$ cat src/rtl/voting_pkg.sv
// ----------------------------------------------------------------------------
// voting_pkg
//   Shared definitions for the parametrised voting machine.
//   - session_state_e : session FSM states with their external encodings
//   - STATE_W         : width of the encoded session state
//   - sat_max()       : all-ones value of a counter of the given width, used
//                       as the saturation ceiling for tallies and totals
// ----------------------------------------------------------------------------
package voting_pkg;

  localparam int STATE_W = 2;

  typedef enum logic [STATE_W-1:0] {
    S_IDLE = 2'd0,
    S_OPEN = 2'd1,
    S_SCAN = 2'd2,
    S_DONE = 2'd3
  } session_state_e;

  // Largest value representable in 'width' bits (width 1..64).
  function automatic logic [63:0] sat_max(input int width);
    sat_max = (64'd1 << width) - 64'd1;
  endfunction

endpackage

$ cat src/rtl/voting_machine_n_if.sv
// ----------------------------------------------------------------------------
// voting_machine_n_if
//   Bundles the session controls, vote handshake and result bus of the
//   voting machine.
//   slave  : the voting machine (consumes controls, drives results)
//   master : the controlling/reporting side
//   Signals: open_session, close_session, enable_btn, sel -> machine
//            tally_flat, total_votes, vote_ack, vote_reject, session_state,
//            winner, tie, result_valid <- machine
//   With VOTE_LOCKOUT_EN defined: voter_next -> machine, locked <- machine.
// ----------------------------------------------------------------------------
interface voting_machine_n_if #(
  parameter int NUM_CAND  = 8,
  parameter int CTR_WIDTH = 16,
  parameter int SEL_WIDTH = $clog2(NUM_CAND)
);
  logic                          open_session;
  logic                          close_session;
  logic                          enable_btn;
  logic [SEL_WIDTH-1:0]          sel;
  logic [NUM_CAND*CTR_WIDTH-1:0] tally_flat;
  logic [CTR_WIDTH+SEL_WIDTH-1:0] total_votes;
  logic                          vote_ack;
  logic                          vote_reject;
  logic [1:0]                    session_state;
  logic [SEL_WIDTH-1:0]          winner;
  logic                          tie;
  logic                          result_valid;
`ifdef VOTE_LOCKOUT_EN
  logic                          voter_next;
  logic                          locked;
`endif

  modport slave (
    input  open_session, close_session, enable_btn, sel,
`ifdef VOTE_LOCKOUT_EN
    input  voter_next,
    output locked,
`endif
    output tally_flat, total_votes, vote_ack, vote_reject,
    output session_state, winner, tie, result_valid
  );

  modport master (
    output open_session, close_session, enable_btn, sel,
`ifdef VOTE_LOCKOUT_EN
    output voter_next,
    input  locked,
`endif
    input  tally_flat, total_votes, vote_ack, vote_reject,
    input  session_state, winner, tie, result_valid
  );
endinterface

$ cat src/rtl/voting_machine_n_btn_edge_detect.sv
// ----------------------------------------------------------------------------
// btn_edge_detect
//   Rising-edge pulse generator. pulse is high in the first cycle level is
//   seen high after being low. The history register clears on reset.
//   Ports: clk, rst (sync, active-high), level (in), pulse (out)
// ----------------------------------------------------------------------------
module btn_edge_detect (
  input  logic clk,
  input  logic rst,
  input  logic level,
  output logic pulse
);
  logic prev_r;

  // Remember last cycle's level.
  always_ff @(posedge clk) begin
    if (rst) begin
      prev_r <= 1'b0;
    end else begin
      prev_r <= level;
    end
  end

  assign pulse = level & ~prev_r;
endmodule

$ cat src/rtl/voting_machine_n.sv
// ----------------------------------------------------------------------------
// voting_machine_n
//   Parametrised N-candidate voting machine with a session FSM
//   (IDLE/OPEN/SCAN/DONE), edge-detected vote button, saturating tallies and
//   a one-candidate-per-cycle winner/tie scan after the session closes.
//   Ports: clk, rst (sync, active-high), bus (voting_machine_n_if.slave)
//   Optional feature macro: VOTE_LOCKOUT_EN (per-voter lockout with
//   voter_next/locked on the bus).
// ----------------------------------------------------------------------------
module voting_machine_n
  import voting_pkg::*;
#(
  parameter int NUM_CAND  = 8,
  parameter int CTR_WIDTH = 16,
  parameter int SEL_WIDTH = $clog2(NUM_CAND)
) (
  input logic              clk,
  input logic              rst,
  voting_machine_n_if.slave bus
);
  localparam int TOT_WIDTH = CTR_WIDTH + SEL_WIDTH;
  localparam int SELX_W    = SEL_WIDTH + 1;
  localparam logic [CTR_WIDTH-1:0] TALLY_MAX = CTR_WIDTH'(sat_max(CTR_WIDTH));
  localparam logic [CTR_WIDTH-1:0] TALLY_ONE = CTR_WIDTH'(1'b1);
  localparam logic [TOT_WIDTH-1:0] TOTAL_MAX = TOT_WIDTH'(sat_max(TOT_WIDTH));
  localparam logic [TOT_WIDTH-1:0] TOTAL_ONE = TOT_WIDTH'(1'b1);
  // One bit wider than sel so NUM_CAND = 2^SEL_WIDTH is representable.
  localparam logic [SELX_W-1:0]    CAND_LIM  = SELX_W'(NUM_CAND);
  localparam logic [SEL_WIDTH-1:0] LAST_IDX  = SEL_WIDTH'(NUM_CAND - 1);
  localparam logic [SEL_WIDTH-1:0] IDX_ONE   = SEL_WIDTH'(1'b1);

  session_state_e state_r, state_n;

  logic [CTR_WIDTH-1:0] tally_r [NUM_CAND];
  logic [TOT_WIDTH-1:0] total_r;
  logic [CTR_WIDTH-1:0] tally_sel_s;
  logic [CTR_WIDTH-1:0] scan_val_s;
  logic [NUM_CAND*CTR_WIDTH-1:0] tally_flat_s;

  logic vote_evt_s;
  logic sel_ok_s;
  logic accept_s;
  logic reject_s;
  logic open_clear_s;
  logic scan_last_s;
  logic lock_block_s;

  logic [SEL_WIDTH-1:0] scan_idx_r;
  logic [CTR_WIDTH-1:0] run_max_r, run_max_n;
  logic [SEL_WIDTH-1:0] best_r, best_n;
  logic                 run_tie_r, run_tie_n;

  logic [SEL_WIDTH-1:0] winner_r;
  logic                 tie_r;
  logic                 ack_r;
  logic                 rej_r;
  logic                 valid_r;

  btn_edge_detect u_edge (
    .clk   (clk),
    .rst   (rst),
    .level (bus.enable_btn),
    .pulse (vote_evt_s)
  );

  // Select the tally addressed by sel (zero when sel is out of range).
  always_comb begin
    tally_sel_s = {CTR_WIDTH{1'b0}};
    for (int i = 0; i < NUM_CAND; i++) begin
      tally_sel_s = tally_sel_s | (tally_r[i] & {CTR_WIDTH{SEL_WIDTH'(i) == bus.sel}});
    end
  end

  // Select the tally under the scan pointer.
  always_comb begin
    scan_val_s = {CTR_WIDTH{1'b0}};
    for (int i = 0; i < NUM_CAND; i++) begin
      scan_val_s = scan_val_s | (tally_r[i] & {CTR_WIDTH{SEL_WIDTH'(i) == scan_idx_r}});
    end
  end

`ifdef VOTE_LOCKOUT_EN
  logic locked_r;
  assign lock_block_s = locked_r;
`else
  assign lock_block_s = 1'b0;
`endif

  assign sel_ok_s     = ({1'b0, bus.sel} < CAND_LIM);
  assign accept_s     = vote_evt_s && (state_r == S_OPEN) && sel_ok_s &&
                        (tally_sel_s != TALLY_MAX) && !lock_block_s;
  assign reject_s     = vote_evt_s && !accept_s;
  assign open_clear_s = (state_r == S_DONE) && bus.open_session;
  assign scan_last_s  = (scan_idx_r == LAST_IDX);

  // Session next-state logic.
  always_comb begin
    state_n = state_r;
    case (state_r)
      S_IDLE: begin
        if (bus.open_session) state_n = S_OPEN;
        else                  state_n = S_IDLE;
      end
      S_OPEN: begin
        if (bus.close_session) state_n = S_SCAN;
        else                   state_n = S_OPEN;
      end
      S_SCAN: begin
        if (scan_last_s) state_n = S_DONE;
        else             state_n = S_SCAN;
      end
      S_DONE: begin
        if (bus.open_session) state_n = S_OPEN;
        else                  state_n = S_DONE;
      end
      default: state_n = S_IDLE;
    endcase
  end

  // One scan step: index 0 seeds the running max, later candidates only
  // replace it when strictly greater, so the lowest index wins a tie.
  always_comb begin
    run_max_n = run_max_r;
    best_n    = best_r;
    run_tie_n = run_tie_r;
    if (scan_idx_r == {SEL_WIDTH{1'b0}}) begin
      run_max_n = scan_val_s;
      best_n    = {SEL_WIDTH{1'b0}};
      run_tie_n = 1'b0;
    end else if (scan_val_s > run_max_r) begin
      run_max_n = scan_val_s;
      best_n    = scan_idx_r;
      run_tie_n = 1'b0;
    end else if (scan_val_s == run_max_r) begin
      run_tie_n = 1'b1;
    end else begin
      run_max_n = run_max_r;
    end
  end

  // Session state register.
  always_ff @(posedge clk) begin
    if (rst) begin
      state_r <= S_IDLE;
    end else begin
      state_r <= state_n;
    end
  end

  // Tallies and total: cleared on reset or reopen, bumped on accepted votes.
  always_ff @(posedge clk) begin
    if (rst || open_clear_s) begin
      for (int i = 0; i < NUM_CAND; i++) begin
        tally_r[i] <= {CTR_WIDTH{1'b0}};
      end
      total_r <= {TOT_WIDTH{1'b0}};
    end else if (accept_s) begin
      // accept_s already guarantees the selected tally is below saturation.
      for (int i = 0; i < NUM_CAND; i++) begin
        if (SEL_WIDTH'(i) == bus.sel) begin
          tally_r[i] <= tally_r[i] + TALLY_ONE;
        end
      end
      if (total_r != TOTAL_MAX) begin
        total_r <= total_r + TOTAL_ONE;
      end
    end
  end

  // Scan pointer and running max/best/tie.
  always_ff @(posedge clk) begin
    if (rst) begin
      scan_idx_r <= {SEL_WIDTH{1'b0}};
      run_max_r  <= {CTR_WIDTH{1'b0}};
      best_r     <= {SEL_WIDTH{1'b0}};
      run_tie_r  <= 1'b0;
    end else if (state_r == S_SCAN) begin
      scan_idx_r <= scan_last_s ? {SEL_WIDTH{1'b0}} : scan_idx_r + IDX_ONE;
      run_max_r  <= run_max_n;
      best_r     <= best_n;
      run_tie_r  <= run_tie_n;
    end else begin
      scan_idx_r <= {SEL_WIDTH{1'b0}};
    end
  end

  // Published result, captured on the final scan step.
  always_ff @(posedge clk) begin
    if (rst || open_clear_s) begin
      winner_r <= {SEL_WIDTH{1'b0}};
      tie_r    <= 1'b0;
    end else if ((state_r == S_SCAN) && scan_last_s) begin
      winner_r <= best_n;
      tie_r    <= run_tie_n;
    end
  end

  // Registered handshake pulses and result_valid.
  always_ff @(posedge clk) begin
    if (rst) begin
      ack_r   <= 1'b0;
      rej_r   <= 1'b0;
      valid_r <= 1'b0;
    end else begin
      ack_r   <= accept_s;
      rej_r   <= reject_s;
      valid_r <= (state_n == S_DONE);
    end
  end

`ifdef VOTE_LOCKOUT_EN
  // Lockout: set by an accepted vote, cleared by voter_next or a new session.
  always_ff @(posedge clk) begin
    if (rst) begin
      locked_r <= 1'b0;
    end else if (accept_s) begin
      locked_r <= 1'b1;
    end else if (bus.voter_next || ((state_n == S_OPEN) && (state_r != S_OPEN))) begin
      locked_r <= 1'b0;
    end
  end
  assign bus.locked = locked_r;
`endif

  // Pack tallies onto the flat output bus.
  always_comb begin
    tally_flat_s = {(NUM_CAND*CTR_WIDTH){1'b0}};
    for (int i = 0; i < NUM_CAND; i++) begin
      tally_flat_s[i*CTR_WIDTH +: CTR_WIDTH] = tally_r[i];
    end
  end

  assign bus.tally_flat    = tally_flat_s;
  assign bus.total_votes   = total_r;
  assign bus.vote_ack      = ack_r;
  assign bus.vote_reject   = rej_r;
  assign bus.session_state = state_r;
  assign bus.winner        = winner_r;
  assign bus.tie           = tie_r;
  assign bus.result_valid  = valid_r;
endmodule
$ cat src/flat_wrapper.sv
// flat-port wrapper written by rule: the top's interface ports become plain ports
module voting_machine_n_flat import voting_pkg::*;
#(
  parameter int NUM_CAND  = 8,
  parameter int CTR_WIDTH = 16,
  parameter int SEL_WIDTH = $clog2(NUM_CAND)
)
  (clk, rst, bus_open_session, bus_close_session, bus_enable_btn, bus_sel, bus_tally_flat, bus_total_votes, bus_vote_ack, bus_vote_reject, bus_session_state, bus_winner, bus_tie, bus_result_valid);
  voting_machine_n_if #(.NUM_CAND(NUM_CAND), .CTR_WIDTH(CTR_WIDTH), .SEL_WIDTH(SEL_WIDTH)) bus_i ();
  input logic clk;
  input logic rst;
  input wire logic [$bits(bus_i.open_session)-1:0] bus_open_session;
  input wire logic [$bits(bus_i.close_session)-1:0] bus_close_session;
  input wire logic [$bits(bus_i.enable_btn)-1:0] bus_enable_btn;
  input wire logic [$bits(bus_i.sel)-1:0] bus_sel;
  output wire logic [$bits(bus_i.tally_flat)-1:0] bus_tally_flat;
  output wire logic [$bits(bus_i.total_votes)-1:0] bus_total_votes;
  output wire logic [$bits(bus_i.vote_ack)-1:0] bus_vote_ack;
  output wire logic [$bits(bus_i.vote_reject)-1:0] bus_vote_reject;
  output wire logic [$bits(bus_i.session_state)-1:0] bus_session_state;
  output wire logic [$bits(bus_i.winner)-1:0] bus_winner;
  output wire logic [$bits(bus_i.tie)-1:0] bus_tie;
  output wire logic [$bits(bus_i.result_valid)-1:0] bus_result_valid;
  assign bus_i.open_session = bus_open_session;
  assign bus_i.close_session = bus_close_session;
  assign bus_i.enable_btn = bus_enable_btn;
  assign bus_i.sel = bus_sel;
  assign bus_tally_flat = bus_i.tally_flat;
  assign bus_total_votes = bus_i.total_votes;
  assign bus_vote_ack = bus_i.vote_ack;
  assign bus_vote_reject = bus_i.vote_reject;
  assign bus_session_state = bus_i.session_state;
  assign bus_winner = bus_i.winner;
  assign bus_tie = bus_i.tie;
  assign bus_result_valid = bus_i.result_valid;
  voting_machine_n #(.NUM_CAND(NUM_CAND), .CTR_WIDTH(CTR_WIDTH), .SEL_WIDTH(SEL_WIDTH)) u_core (.clk(clk), .rst(rst), .bus(bus_i));
endmodule
$ cat config.mk
export PLATFORM = sky130hd
export DESIGN_NAME = voting_machine_n_flat
export DESIGN_NICKNAME = d
export VERILOG_FILES = /design/src/rtl/voting_pkg.sv /design/src/rtl/voting_machine_n_if.sv /design/src/rtl/voting_machine_n_btn_edge_detect.sv /design/src/rtl/voting_machine_n.sv /design/src/flat_wrapper.sv
export SDC_FILE = /design/constraint.sdc
export NUM_CORES = 1
export LEC_CHECK = 0
export BUFFER_PORTS_ARGS = -buffer_cell sky130_fd_sc_hd__buf_2
export CAP_MARGIN = 20
export CORE_MARGIN = 8
export CORE_UTILIZATION = 50
export CTS_CLUSTER_SIZE = 10
export DETAILED_ROUTE_END_ITERATION = 7
export PLACE_DENSITY = 0.86
export SETUP_SLACK_MARGIN = 0.2
export SLEW_MARGIN = 20
export SYNTH_ARGS = -nofsm -noshare
export SYNTH_HDL_FRONTEND = slang
export SYNTH_SLANG_ARGS = --single-unit
$ cat constraint.sdc
create_clock -name clk -period 4.1 [get_ports clk]
set_input_delay 0.82 -clock clk [delete_from_list [all_inputs] [get_ports clk]]
set_output_delay 0.82 -clock clk [all_outputs]
set_load 0.005 [all_outputs]
==> impl_metrics.json <==
{
  "clock.fmax_mhz": 261,
  "synth_area_leaders": "edfxtp_1, dfxtp_1, nor2_1",
  "ys_ff_latch": 180,
  "slew_headroom_pct": 51.1,
  "hold_depth": 2,
  "die-area_mm2": 0.0270,
  "port_buffers": 163,
  "synth_top_area_share_pct": 34.9,
  "max_stage_delay_ns": 0.39,
  "io_pins": 164,
  "cts_made_buffers": 17,
  "ys_types": 67,
  "netlist_instances": 1157,
  "final.setup.tns_ns": 0,
  "slowest_stage": "dfxtp_2",
  "hold_viol_final": 0,
  "synth_compound_area_share_pct": 11.5,
  "max_cap_violations": 0,
  "num_rows": 54,
  "cts.sinks": 180,
  "cp_max_fo": 32,
  "core_area_mm2": 0.0217,
  "rsz0062_at_grt": "false",
  "cts.clk_slew.worst_paths_ns": 0.06,
  "vias_per_cell": 6.37,
  "die_w_um": 164,
  "synth_xor_area_share_pct": 8.28,
  "dr_total_vias": 10200,
  "stdcell_count": 1596,
  "synth_fa_ha_area_share_pct": 3.53,
  "ir_drop_mv": 0.244,
  "worstPathRequired_ns": 4.40,
  "clockBufferDepth": 2,
  "syn-num-nets": 1196,
  "synthFlopType": "edfxtp_1",
  "dp_cells": 1562,
  "synth_top_family_by_area": "simple AND/OR/NAND/NOR gates",
  "synth_seq_area_share_pct": 44.4,
  "synthMuxAreaShare_pct": 4.79,
  "synthArstFlopShare_pct": 0,
  "synth_area_leader_cell": "edfxtp_1",
  "tritoncts": "built",
  "status": "finished, violations left",
  "power.leakage_uw": 0.00469,
  "wl_per_cell_um": 21.9,
  "grt_pass1_vias": 9706,
  "nets": 1341,
  "routed_wl_mm": 35.0,
  "cp_cell_sequence": "inv_1, ha_1, buf_12, a22o_1, a222oi_1, o211ai_1, ha_1, a21o_1, a21o_1, a21oi_1, o21ai_0, or3_1, buf_4, a211oi_1, a211oi_1",
  "netlist_area_mm2": 0.0110,
  "drtIter0Drc": 1560,
  "clk_latency_ns": 0.44,
  "critPathKind": "reg2reg",
  "cp_top_family": "compound AO/OA/AOI/OAI gates",
  "cp-start-kind": "flip-flop",
  "area_delta_synth_final_pct": 15.3,
  "synth_simple_gate_area_share_pct": 23.1,
  "setup_violations": 0,
  "hold_class": "reg2reg",
  "nFillCells": 1763,
  "yosys_warnings": 0,
  "syn_area_per_cell_um2": 9.51,
  "finalCriticalPeriod_ns": 3.83,
  "track_usage_pct": 25.6,
  "antenna_found_initial": 2,
  "worst_slew_pin_slew_ns": 0.731,
  "cts_max_level": 4,
  "ant_nets": 0,
  "hpwl_mm": 25.5,
  "firstDrtPassIters": 8,
  "cts_root_buf": "clkbuf_16",
  "start_util_pct": 50.7,
  "reg2reg_depth": 15,
  "drc": 7,
  "violations": "design-rule violations",
  "place_congestion": 0.987,
  "grt_pass1_wl_mm": 54.1,
  "maxSlewViolCount": 0,
  "cp.depth": 15,
  "drive_above_1_share_pct": 20.9,
  "power_density_mw_per_mm2": 337,
  "ctsHoldBuffers": 0,
  "worstPathArrival_ns": 4.13,
  "finalCritPeriodShare_pct": 93.3,
  "holdWs_ns": 0.461,
  "synth_edf_count": 128,
  "die_y_um": 164,
  "cp-end-kind": "flip-flop",
  "crit_buf_inv": 3,
  "skew_ns": 0.0164,
  "gr-total-overflow": 0,
  "grt_max_degree": 45
}
cells in the final DEF (no fill, tap or decap), types with 10 or more instances in the layout:
master and instances:
nand3_1 58, xor2_1 61, nor2_1 150, edfxtp_1 128
buf_2 163, and3_1 28, nand4_1 45, o21ai_0 18
nor4_1 17, xnor2_1 43, inv_1 36, nand2_1 127
a211oi_1 10, mux2i_1 23, mux2_2 21, o21ai_1 10
a22o_1 16, ha_1 27, a22oi_1 16, a21oi_1 24
dfxtp_1 51, clkbuf_16 17, or3_1 15, a222oi_1 20
nor3_1 25, o211ai_1 19, buf_4 27
cell type report:
type | instances | area, um^2 | share of cell area, %
multi-input cells | 873 | 5710 | 45.0
flip-flops and latches | 180 | 4890 | 38.5
repair buffers | 191 | 1040 | 8.18
clock buffers | 21 | 450 | 3.55
well taps | 280 | 350 | 2.76
inverters | 39 | 146 | 1.15
clock inverters | 11 | 104 | 0.818
diodes | 1 | 2.50 | 0.0197
state kept, by name, indices dropped and copies added (netlist names), 2 cells and up:
signal,flops
u_core.bus.session_state,2
u_core.bus.winner,3
u_core.scan_idx_r,3
u_core.run_max_r,16
u_core.bus.total_votes,19
u_core.tally_r,128
u_core.best_r,3
report_power, final:
part	internal [uW]	switching, uW	total, uW
combinational	204	279	483
clock	858	718	1580
sequential	2040	177	2220
final timing paths:
check	start	end	slack, ns
worst min register to register	u_core.run_max_r[7]	u_core.run_max_r[7]	0.46
worst max-delay path	u_core.scan_idx_r[1]	u_core.run_max_r[0]	0.27
worst min-delay path	u_core.run_max_r[7]	u_core.run_max_r[7]	0.46
worst max register to register	u_core.scan_idx_r[1]	u_core.run_max_r[0]	0.27
cell usage after synthesis, types with 3 or more instances:
master,number
mux2_2,21
xor2_1,61
and2_1,7
buf_4,5
nor2_1,150
or4_4,4
mux2i_1,23
nand2b_1,7
a21oi_1,24
buf_6,8
or4_1,4
or3_1,15
a21oi_2,6
nor3_1,25
o21ai_0,24
buf_1,7
xnor2_1,43
and3_1,28
inv_1,36
a21o_1,9
nand2_1,127
a31oi_1,3
buf_2,10
a22o_1,16
o21ai_1,5
and4_1,8
ha_1,31
nor2b_1,9
nand4_1,45
nand3_1,58
nor4_1,17
a31o_1,6
o211ai_1,19
a211oi_1,10
dfxtp_1,52
edfxtp_1,128
a222oi_1,20
clkbuf_1,35
a22oi_1,16
per-layer routing:
layer  routed length (um)  vias up  GRT usage [%]  share of wire (%)
met3                 3840      140           5.46                 11
li1                     -     4538              -                  -
met5                   12        -              0              0.034
met1                13300     4788           32.6                 38
met4                 1880        2           13.6                5.4
met2                15900      699           40.4                 46
cells by family (layout without fill, tap and decap cells):
group,after synthesis,count (layout)
xor gates and xnor gates,104,104
muxes,47,47
and+or+nand+nor,519,519
buffers and inverters,104,262
DFF,180,180
other,0,1
AOI/OAI and AO/OA,172,172
adders and majority gates,31,31
worst register-to-register path, stage by stage (launching register included):
cell      delay, ns
dfxtp_2        0.39
inv_1          0.09
ha_1           0.22
buf_12         0.18
a22o_1         0.25
a222oi_1       0.37
o211ai_1       0.23
ha_1           0.34
a21o_1         0.18
a21o_1         0.17
a21oi_1        0.15
o21ai_0        0.12
or3_1          0.39
buf_4          0.20
a211oi_1       0.32
a211oi_1       0.11
what timing repair did:
action / 4_1_cts / 5_1_grt
setup buffers: 0 / 1
pin swaps: 0 / 3
resized for setup: 2 / 8
setup endpoints to repair: 18 / 24
through the flow:
step                      cell area [um^2]  setup WS (ns)  power [uW]  utilization, %
after floorplan                      11000          0.245        2480               -
after global placement               12100         0.0543        2690            55.7
after detailed placement             12100        -0.0371        2710            55.7
after CTS                            12600          0.205        4270            58.3
after global routing                 12700          0.180        4420            58.5
final                                12700          0.273        4280            58.5
No activity file was read; power rests on OpenSTA's default activity.
